===== config.mk =====
export PLATFORM = sky130hd
export DESIGN_NAME = ctrl_decode_pipe
export DESIGN_NICKNAME = d
export VERILOG_FILES = /design/src/rtl/ctrl_pkg.sv /design/src/rtl/ctrl_decode.sv /design/src/rtl/ctrl_decode_pipe.sv
export SDC_FILE = /design/constraint.sdc
export NUM_CORES = 1
export LEC_CHECK = 0
export ABC_AREA = 1
export CELL_PAD_IN_SITES_DETAIL_PLACEMENT = 1
export CELL_PAD_IN_SITES_GLOBAL_PLACEMENT = 2
export CORE_UTILIZATION = 28
export DETAILED_ROUTE_END_ITERATION = 16
export HOLD_SLACK_MARGIN = 0.02
export MAX_ROUTING_LAYER = met4
export PLACE_DENSITY_LB_ADDON = 0.1
export SYNTH_ARGS = -nofsm -noshare
export SYNTH_HDL_FRONTEND = slang
export SYNTH_HIERARCHICAL = 1
export SYNTH_SLANG_ARGS = --single-unit

===== constraint.sdc =====
create_clock -name clk -period 2.2 [get_ports clk]
set_clock_uncertainty 0.2 [all_clocks]
set_input_delay 0.22 -clock clk [delete_from_list [all_inputs] [get_ports clk]]
set_output_delay 0.22 -clock clk [all_outputs]
set_load 0.005 [all_outputs]

===== src/rtl/ctrl_pkg.sv =====
`default_nettype none
// +-----------------------------------------------------------------------------+
// | ctrl_pkg : opcodes, ALUOp encodings and control bundle for ctrl_decode_pipe |
// | Optional macro CTRL_JUMP_EN adds jump/jalr fields.  Rev 1.0                 |
// +-----------------------------------------------------------------------------+
package ctrl_pkg;

    localparam logic [6:0] OP_R      = 7'b0110011;
    localparam logic [6:0] OP_LOAD   = 7'b0000011;
    localparam logic [6:0] OP_STORE  = 7'b0100011;
    localparam logic [6:0] OP_BRANCH = 7'b1100011;
    localparam logic [6:0] OP_IMM    = 7'b0010011;
    localparam logic [6:0] OP_JAL    = 7'b1101111;
    localparam logic [6:0] OP_JALR   = 7'b1100111;

    localparam logic [1:0] ALUOP_ADD   = 2'b00;
    localparam logic [1:0] ALUOP_SUB   = 2'b01;
    localparam logic [1:0] ALUOP_FUNCT = 2'b10;

    typedef struct packed {
        logic       alu_src;
        logic       mem_to_reg;
        logic       reg_write;
        logic       mem_read;
        logic       mem_write;
        logic       branch;
`ifdef CTRL_JUMP_EN
        logic       jump;
        logic       jalr;
`endif
        logic [1:0] alu_op;
    } ctrl_t;

    localparam ctrl_t CTRL_BUBBLE = '0;

    typedef enum logic [0:0] {
        RUN   = 1'b0,
        FLUSH = 1'b1
    } fsm_state_t;

endpackage : ctrl_pkg
`default_nettype wire


===== src/rtl/ctrl_decode.sv =====
`default_nettype none
// +-----------------------------------------------------------------------------+
// | ctrl_decode : combinational opcode -> control bundle, illegal and uses_rs2  |
// | Optional macro CTRL_JUMP_EN decodes JAL/JALR.  Rev 1.0                      |
// +-----------------------------------------------------------------------------+
module ctrl_decode
    import ctrl_pkg::*;
(
    input  logic [6:0] opcode,
    output ctrl_t      ctrl,
    output logic       illegal,
    output logic       uses_rs2
);

    always_comb begin
        ctrl     = CTRL_BUBBLE;
        illegal  = 1'b0;
        uses_rs2 = 1'b0;
        case (opcode)
            OP_R: begin
                ctrl.reg_write = 1'b1;
                ctrl.alu_op    = ALUOP_FUNCT;
                uses_rs2       = 1'b1;
            end
            OP_LOAD: begin
                ctrl.alu_src    = 1'b1;
                ctrl.mem_to_reg = 1'b1;
                ctrl.reg_write  = 1'b1;
                ctrl.mem_read   = 1'b1;
                ctrl.alu_op     = ALUOP_ADD;
            end
            OP_STORE: begin
                ctrl.alu_src   = 1'b1;
                ctrl.mem_write = 1'b1;
                ctrl.alu_op    = ALUOP_ADD;
                uses_rs2       = 1'b1;
            end
            OP_BRANCH: begin
                ctrl.branch = 1'b1;
                ctrl.alu_op = ALUOP_SUB;
                uses_rs2    = 1'b1;
            end
            OP_IMM: begin
                ctrl.alu_src   = 1'b1;
                ctrl.reg_write = 1'b1;
                ctrl.alu_op    = ALUOP_ADD;
            end
`ifdef CTRL_JUMP_EN
            OP_JAL: begin
                ctrl.reg_write = 1'b1;
                ctrl.jump      = 1'b1;
            end
            OP_JALR: begin
                ctrl.alu_src   = 1'b1;
                ctrl.reg_write = 1'b1;
                ctrl.jump      = 1'b1;
                ctrl.jalr      = 1'b1;
            end
`endif
            default: illegal = 1'b1;
        endcase
    end

endmodule : ctrl_decode
`default_nettype wire


===== src/rtl/ctrl_decode_pipe.sv =====
`default_nettype none
// +-----------------------------------------------------------------------------+
// | ctrl_decode_pipe : RV32 ID-stage control, hazard/flush handling, ID/EX reg  |
// | Optional macro CTRL_JUMP_EN adds ex_jump/ex_jalr.  Rev 1.0                  |
// +-----------------------------------------------------------------------------+
module ctrl_decode_pipe
    import ctrl_pkg::*;
#(
    parameter int ALUOP_W      = 2,
    parameter int REG_W        = 5,
    parameter int FLUSH_CYCLES = 1,
    parameter int CNT_W        = 16
) (
    input  logic               clk,
    input  logic               reset_n,
    input  logic               id_valid,
    input  logic [6:0]         id_opcode,
    input  logic [REG_W-1:0]   id_rs1,
    input  logic [REG_W-1:0]   id_rs2,
    input  logic [REG_W-1:0]   id_rd,
    input  logic               branch_taken,
    output logic               pc_write,
    output logic               if_id_write,
    output logic               ex_valid,
    output logic [ALUOP_W-1:0] ex_alu_op,
    output logic               ex_alu_src,
    output logic               ex_branch,
    output logic               ex_mem_read,
    output logic               ex_mem_write,
    output logic               ex_mem_to_reg,
    output logic               ex_reg_write,
    output logic [REG_W-1:0]   ex_rd,
`ifdef CTRL_JUMP_EN
    output logic               ex_jump,
    output logic               ex_jalr,
`endif
    output logic               illegal_op,
    output logic [CNT_W-1:0]   stall_cnt,
    output logic [CNT_W-1:0]   flush_cnt
);

    localparam logic [2:0] FLUSH_RELOAD = 3'(FLUSH_CYCLES - 1);

    ctrl_t      dec_ctrl;
    logic       dec_illegal;
    logic       dec_uses_rs2;

    ctrl_t      ex_ctrl;
    fsm_state_t state_q;
    fsm_state_t state_d;
    logic [2:0] flush_left_q;
    logic [2:0] flush_left_d;

    logic       load_use;
    logic       flushing;
    logic       stall;
    logic       load_bubble;
    logic       jump_issue;

    ctrl_decode u_decode (
        .opcode   (id_opcode),
        .ctrl     (dec_ctrl),
        .illegal  (dec_illegal),
        .uses_rs2 (dec_uses_rs2)
    );

    // A load in EX whose rd is read by the ID instruction cannot forward in time.
    assign load_use = id_valid & ex_valid & ex_ctrl.mem_read & (ex_rd != '0) &
                      ((ex_rd == id_rs1) | (dec_uses_rs2 & (ex_rd == id_rs2)));

    assign flushing    = branch_taken | (state_q == FLUSH);
    assign stall       = load_use & ~flushing;
    assign pc_write    = ~stall;
    assign if_id_write = ~stall;
    assign load_bubble = flushing | stall | ~id_valid | dec_illegal;

`ifdef CTRL_JUMP_EN
    // The jump itself issues; the following (wrong-path) slot becomes one bubble.
    assign jump_issue = ~load_bubble & dec_ctrl.jump;
`else
    assign jump_issue = 1'b0;
`endif

    always_ff @(posedge clk or negedge reset_n) begin
        if (!reset_n) begin
            state_q      <= RUN;
            flush_left_q <= 3'd0;
        end else begin
            state_q      <= state_d;
            flush_left_q <= flush_left_d;
        end
    end

    // flush_left counts bubbles still owed after the current edge.
    always_comb begin
        flush_left_d = flush_left_q;
        if (branch_taken) begin
            flush_left_d = FLUSH_RELOAD;
        end else if (state_q == FLUSH) begin
            flush_left_d = flush_left_q - 3'd1;
        end else if (jump_issue) begin
            flush_left_d = 3'd1;
        end
        state_d = (flush_left_d != 3'd0) ? FLUSH : RUN;
    end

    always_ff @(posedge clk or negedge reset_n) begin
        if (!reset_n) begin
            ex_ctrl  <= CTRL_BUBBLE;
            ex_valid <= 1'b0;
            ex_rd    <= '0;
        end else if (load_bubble) begin
            ex_ctrl  <= CTRL_BUBBLE;
            ex_valid <= 1'b0;
            ex_rd    <= '0;
        end else begin
            ex_ctrl  <= dec_ctrl;
            ex_valid <= 1'b1;
            ex_rd    <= id_rd;
        end
    end

    always_ff @(posedge clk or negedge reset_n) begin
        if (!reset_n) begin
            illegal_op <= 1'b0;
            stall_cnt  <= '0;
            flush_cnt  <= '0;
        end else begin
            if (id_valid && dec_illegal) begin
                illegal_op <= 1'b1;
            end
            if (stall && (stall_cnt != '1)) begin
                stall_cnt <= stall_cnt + 1'b1;
            end
            if (flushing && (flush_cnt != '1)) begin
                flush_cnt <= flush_cnt + 1'b1;
            end
        end
    end

    assign ex_alu_op     = ALUOP_W'(ex_ctrl.alu_op);
    assign ex_alu_src    = ex_ctrl.alu_src;
    assign ex_branch     = ex_ctrl.branch;
    assign ex_mem_read   = ex_ctrl.mem_read;
    assign ex_mem_write  = ex_ctrl.mem_write;
    assign ex_mem_to_reg = ex_ctrl.mem_to_reg;
    assign ex_reg_write  = ex_ctrl.reg_write;
`ifdef CTRL_JUMP_EN
    assign ex_jump       = ex_ctrl.jump;
    assign ex_jalr       = ex_ctrl.jalr;
`endif

endmodule : ctrl_decode_pipe
`default_nettype wire


==> results.cfg, run 1 <==
[route]
route.antenna.remaining_nets = 0
drt-initial-drc-count = 40
drt_first_pass_iters = 4
dr_total_vias = 2681
drcViolationCount = 0
wire_per_inst_um = 12.9
route.detailed.vias_per_inst = 4.34
postRouteWirelength_um = 7970

[clock_tree]
cts-buffers-inserted = 5
cts_tree = yes
clock_pin_transition_on_the_worst_setup_and_hold_timing_paths_ns = 0.09
clkLatencyLatePin_ns = 0.31
cts-htree-levels = 2
number_of_buffers_on_the_longest_clock_path = 2
tritoncts_num_sinks = 51
root_buffer = sky130_fd_sc_hd__clkbuf_8

[layout]
num-fill-cells = 1268
area_growth_pct = 37.9
layout.cell_area.non_filler_um2 = 4160
diodes = 0
final-seq-area_um2 = 1280
drive_gt1_share_pct = 16.2
final-instance-count-excl-fill = 618
layout_top_registers = flush_cnt (16), stall_cnt (16), ex_rd (5)
multi_input_comb_area_um2 = 1450
final_net_count = 510
layout.core_utilization_pct = 40.2

[die]
die_width_um = 106
die_area_um2 = 11200
ioPinCount = 75
core_area_um2 = 10400
chipHeight_um = 106
placement_rows = 37
initial_core_util_pct = 29.1

[yosys]
syn-mean-instance-area_um2 = 7.76
synthesis.instances = 389
most_instantiated_library_cell_after_synthesis = sky130_fd_sc_hd__nand2_1
post-synth-top-area-cell = sky130_fd_sc_hd__dfrtp_1
yosys_warnings = 6
number_of_enable_type_register_cells_in_the_synthesized_netlist = 0
synth.net_count = 418
yosysTopAreaCellShare_pct = 42.3
synth_area_leaders = sky130_fd_sc_hd__dfrtp_1 (42%), sky130_fd_sc_hd__nand2_1 (13%), sky130_fd_sc_hd__nor2_1 (6.5%), sky130_fd_sc_hd__inv_1 (6.2%), sky130_fd_sc_hd__nand2_2 (5.2%)
synth_cell_types = 36
synth_seq_area_share_pct = 42.3
synth_flop_cell = sky130_fd_sc_hd__dfrtp_1
synth.ff_latch_count = 51
synth_area_um2 = 3020
synth_commonest_cells = sky130_fd_sc_hd__nand2_1 (101), sky130_fd_sc_hd__nor2_1 (52), sky130_fd_sc_hd__dfrtp_1 (51)
postSynth.asyncResetShare_pct = 100

[timing]
period_share_pct = 91.6
worst_slack_ns = 0.185
relative_slew_slack_pct = 67.8
finish_stage_setup_viols = 0
rsz_0062_raised_after_global_routing = false
number_of_max_slew_violations_in_the_final_report = 0
final.setup.tns_ns = 0
clock.fmax_mhz = 496
worst_slew_pin_slew_ns = 0.479
period_needed_ns = 2.02
hold_violation_count_in_the_final_report = 0

[worst_setup_path]
cp.arrival_ns = 2.01
timing.critical_path.to_type = flop
worstSetupPathType = primary input to flop
timing.critical_path.required_ns = 2.20
critPathLaunchType = primary input
timing.critical_path.fanout_max = 16

[hold_path]
min_path_type = primary input to flop

[power]
power_density_nw_per_um2 = 691
peakVddDrop_uv = 470
power.leakage_nw = 1.97

[placement]
placer_congestion = 0.731
place.detailed.instances = 608
post_dp_hpwl_um = 6100
placement.cell_area_um2 = 4020
place_worst_setup_slack_ns = -0.166
placement.io_buffers = 74

[grt]
grt_pass1_wl_um = 13700
grt_remaining_overflow = 0
grt_pass1_vias = 2835
grt_start_max_net_pins = 52
antenna_found_initial = 0
grtUsageTotal_pct = 16.0

[flow_run]
cap_violations = 0

[status]
run_status = completed
-- worst max-delay path: stages --
cell and delay [ns]:
sky130_fd_sc_hd__clkdlybuf4s50_1 0.45, sky130_fd_sc_hd__inv_2 0.08, sky130_fd_sc_hd__nand3_1 0.10, sky130_fd_sc_hd__a21oi_2 0.18, sky130_fd_sc_hd__nand2_1 0.07, sky130_fd_sc_hd__nor2_1 0.08, sky130_fd_sc_hd__nand3_1 0.09, sky130_fd_sc_hd__nand2_2 0.11
sky130_fd_sc_hd__buf_4 0.11, sky130_fd_sc_hd__buf_4 0.11, sky130_fd_sc_hd__nand4_4 0.22, sky130_fd_sc_hd__nand2_1 0.14, sky130_fd_sc_hd__nand2_1 0.06
-- cells by family (layout without fill, tap and decap cells) --
kind of cell | Yosys count | in the layout | share of synthesized area, %
and+or+nand+nor | 225 | 225 | 35.8
buffers and inverters | 67 | 160 | 9.74
DFF | 51 | 51 | 42.3
xor gates and xnor gates | 26 | 26 | 7.54
AOI/OAI and AO/OA | 17 | 17 | 3.40
adders and majority gates | 3 | 3 | 1.24
-- area by class of cell --
cell class                      count  share of cell area [%]
Multi-Input combinational cell    271                    34.9
Sequential cell                    51                    30.6
Timing Repair Buffer               93                    21.9
Inverter                           59                    5.35
Tap cell                          136                    4.09
Clock buffer                        6                    1.74
Clock inverter                      2                    1.44
-- report_power, final --
part	leakage [nW]	internal [W]	switching, W
combinational	1.22	0.000433	0.000396
clock	0.0654	0.000455	0.000336
sequential	0.677	0.00108	0.000176
total	1.97	0.00197	0.000909
-- final timing paths --
check	cells after the start	slack, ns	from	to
min reg2reg	1	0.32	illegal_op	illegal_op
min in group asynchronous	3	0.21	reset_n	ex_rd[1]
max in group asynchronous	3	1.29	reset_n	ex_alu_op[1]
max reg2reg	10	0.25	flush_cnt[1]	flush_cnt[12]
max	13	0.18	id_opcode[6]	stall_cnt[0]
min	6	0.12	id_opcode[4]	ex_alu_src
-- timing repair --
| item | 4_1_cts | 5_1_grt |
|---|---|---|
| buffers inserted | 0 | 1 |
| endpoints found under the setup margin | 2 | 2 |
| hold endpoints to repair | 51 | 0 |
| gates resized for setup | 4 | 8 |
| pin swaps | 1 | 4 |
| hold buffers | 1 | 0 |
-- placed cells by master (no fill, tap or decap), drive strengths merged, types with 3 or more instances in the layout --
cell type,n
nor2,58
nand3,23
nand2,126
dfrtp,51
ha,3
xor2,15
xnor2,11
clkbuf,8
a21oi,3
clkdlybuf4s50,67
o21ai,10
nand4,6
inv,58
buf,19
nor3,6
-- stage by stage --
stage	total power [W]	hold slack (ns)
after floorplan	0.00165	-0.276
after global routing	0.00308	0.163
after CTS	0.00293	0.206
after global placement	0.00209	0.0459
after detailed placement	0.00211	0.0449
final	0.00288	0.119
-- routing by layer --
layer	vias up	share of wire [%]	GRT usage (%)
met3	7	2.3	2.47
met2	34	50	27.9
met4	0	0.98	3.87
met1	1276	47	19.3
li1	1364	-	-
met5	-	0	-
No activity file was read; power rests on OpenSTA's default activity.
==> inputs of run 2 (changes only) <==
Settings changed: CORE_UTILIZATION 28 to 25.
Clock period 2.2 ns to 1.6 ns, I/O delays scaled along.
==> results.cfg, run 2 (synthesized netlist as in run 1, its figures left out) <==
[status]
run_status = complete, but fails checks
failing_checks = design-rule violations, negative setup slack

[grt]
grt_pass1_vias = 3622
grt_pass1_wl_um = 16900
antenna_found_initial = 0
grtUsageTotal_pct = 17.5
grt_remaining_overflow = 0
grt_start_max_net_pins = 52

[worst_setup_path]
worstSetupPathType = flop to primary output
cp.arrival_ns = 1.47
r2r_slack_ns = -0.22
critPathLaunchType = flop
timing.critical_path.to_type = primary output
timing.critical_path.fanout_max = 5
timing.critical_path.required_ns = 1.24

[clock_tree]
clock_pin_transition_on_the_worst_setup_and_hold_timing_paths_ns = 0.06
clkLatencyLatePin_ns = 0.30
tritoncts_num_sinks = 51
cts_tree = yes
cts-htree-levels = 2
root_buffer = sky130_fd_sc_hd__clkbuf_16
number_of_buffers_on_the_longest_clock_path = 2
cts-buffers-inserted = 5

[timing]
rsz_0062_raised_after_global_routing = true
period_share_pct = 114
worst_slew_pin_slew_ns = 0.308
relative_slew_slack_pct = 79.4
worst_slack_ns = -0.231
clock.fmax_mhz = 546
final.setup.tns_ns = -8.17
period_needed_ns = 1.83
number_of_max_slew_violations_in_the_final_report = 0
finish_stage_setup_viols = 48
hold_violation_count_in_the_final_report = 0

[route]
route.detailed.vias_per_inst = 4.27
drcViolationCount = 3
drt_first_pass_iters = 10
wire_per_inst_um = 13.4
detail_route.wirelength.met1_um = 4280
dr_total_vias = 3142
drt-initial-drc-count = 63
wl_met3_um = 195
dr_top_layer = met4
route.antenna.remaining_nets = 0
postRouteWirelength_um = 9880
met2_wirelength_um = 5340

[die]
die_width_um = 112
ioPinCount = 75
die_area_um2 = 12500
placement_rows = 39
chipHeight_um = 112
initial_core_util_pct = 26.0
core_area_um2 = 11600

[layout]
final_net_count = 621
layout_commonest_cell = sky130_fd_sc_hd__buf_4
drive_gt1_share_pct = 42.2
layout_top_registers = flush_cnt (16), stall_cnt (16), ex_rd (5)
area_growth_pct = 82.1
final-instance-count-excl-fill = 736
num-fill-cells = 1391
diodes = 0
highest_count_cells_in_the_layout_ignoring_fill_and_taps = sky130_fd_sc_hd__buf_4 (92), sky130_fd_sc_hd__nand2_1 (81), sky130_fd_sc_hd__dfrtp_1 (48)
layout.core_utilization_pct = 47.3

[power]
power_density_nw_per_um2 = 894
power.leakage_nw = 2.97
report.power.total_w = 0.00491
peakVddDrop_uv = 759

[placement]
post_dp_hpwl_um = 7190
placement.io_buffers = 74
place_worst_setup_slack_ns = -0.738
placer_congestion = 0.775
place.detailed.instances = 688

[flow_run]
cap_violations = 0

[hold_path]
min_path_type = primary input to flop
[run 2: cell types whose count changed in the layout (fill, tap and decap cells not counted), sizes merged]
cell / before / now
dlymetal6s2s: 2 / 0
dlygate4sd2: 2 / 43
buf: 19 / 132
bufinv: 2 / 0
clkdlybuf4s50: 67 / 25
clkdlybuf4s15: 0 / 1
clkbuf: 8 / 10
[run 2: layer usage]
metal / GRT usage, % / vias up
met4: 3.51 / 0
met1: 19.8 / 1517
met3: 2.29 / 7
li1: - / 1581
met5: - / -
met2: 32.5 / 37
[run 2: final cells by class]
class                           count  area [um2]  area share, %
Inverter                           59         230           4.19
Clock buffer                        8         156           2.85
Sequential cell                    51        1280           23.3
Tap cell                          143         179           3.26
Timing Repair Buffer              204        1850           33.6
Multi-Input combinational cell    271        1800           32.8
[run 2: worst max-delay path, stage by stage (launching register included)]
cell and delay, ns:
sky130_fd_sc_hd__dfrtp_2 0.44, sky130_fd_sc_hd__inv_2 0.07, sky130_fd_sc_hd__buf_4 0.10, sky130_fd_sc_hd__nand4_1 0.10
sky130_fd_sc_hd__o21bai_1 0.19, sky130_fd_sc_hd__inv_2 0.08, sky130_fd_sc_hd__nand3_4 0.09, sky130_fd_sc_hd__buf_2 0.12
[run 2: timing repair]
action / in CTS / in global routing
gates cloned: 1 / 0
gates resized for setup: 132 / 42
hold buffers: 1 / 0
endpoints found under the hold margin: 51 / 0
setup buffers: 34 / 7
endpoints found under the setup margin: 87 / 52
pin swaps: 17 / 13
[run 2: metrics by stage]
stage                     hold WS (ns)  instance area (um2)
final                            0.194                 5500
after global routing             0.207                 5500
after CTS                        0.192                 5330
after detailed placement       -0.0137                 4700
after global placement         -0.0146                 4700
after floorplan                 -0.336                 3100
[run 2: worst paths after layout]
path	from	end	cells after the start
worst max register to register	ex_rd[2]	stall_cnt[13]	12
worst min-delay path	id_opcode[6]	ex_alu_op[1]	6
max in group asynchronous	reset_n	ex_rd[4]	3
worst max-delay path	ex_rd[0]	if_id_write	7
min in group asynchronous	reset_n	ex_rd[1]	3
worst min register to register	illegal_op	illegal_op	1
[run 2: power breakdown]
| group | internal [W] | switching [W] | leakage, nW |
|---|---|---|---|
| Sequential | 0.00149 | 0.000153 | 0.672 |
| Combinational | 0.00114 | 0.000974 | 2.22 |
| Clock | 0.000668 | 0.000495 | 0.0772 |
==> inputs of run 3 (changes only) <==
Settings changed: CAP_MARGIN set to 20.
==> results of run 3 <==
Same layout as run 2: the final DEF is identical, and so are final timing and power.
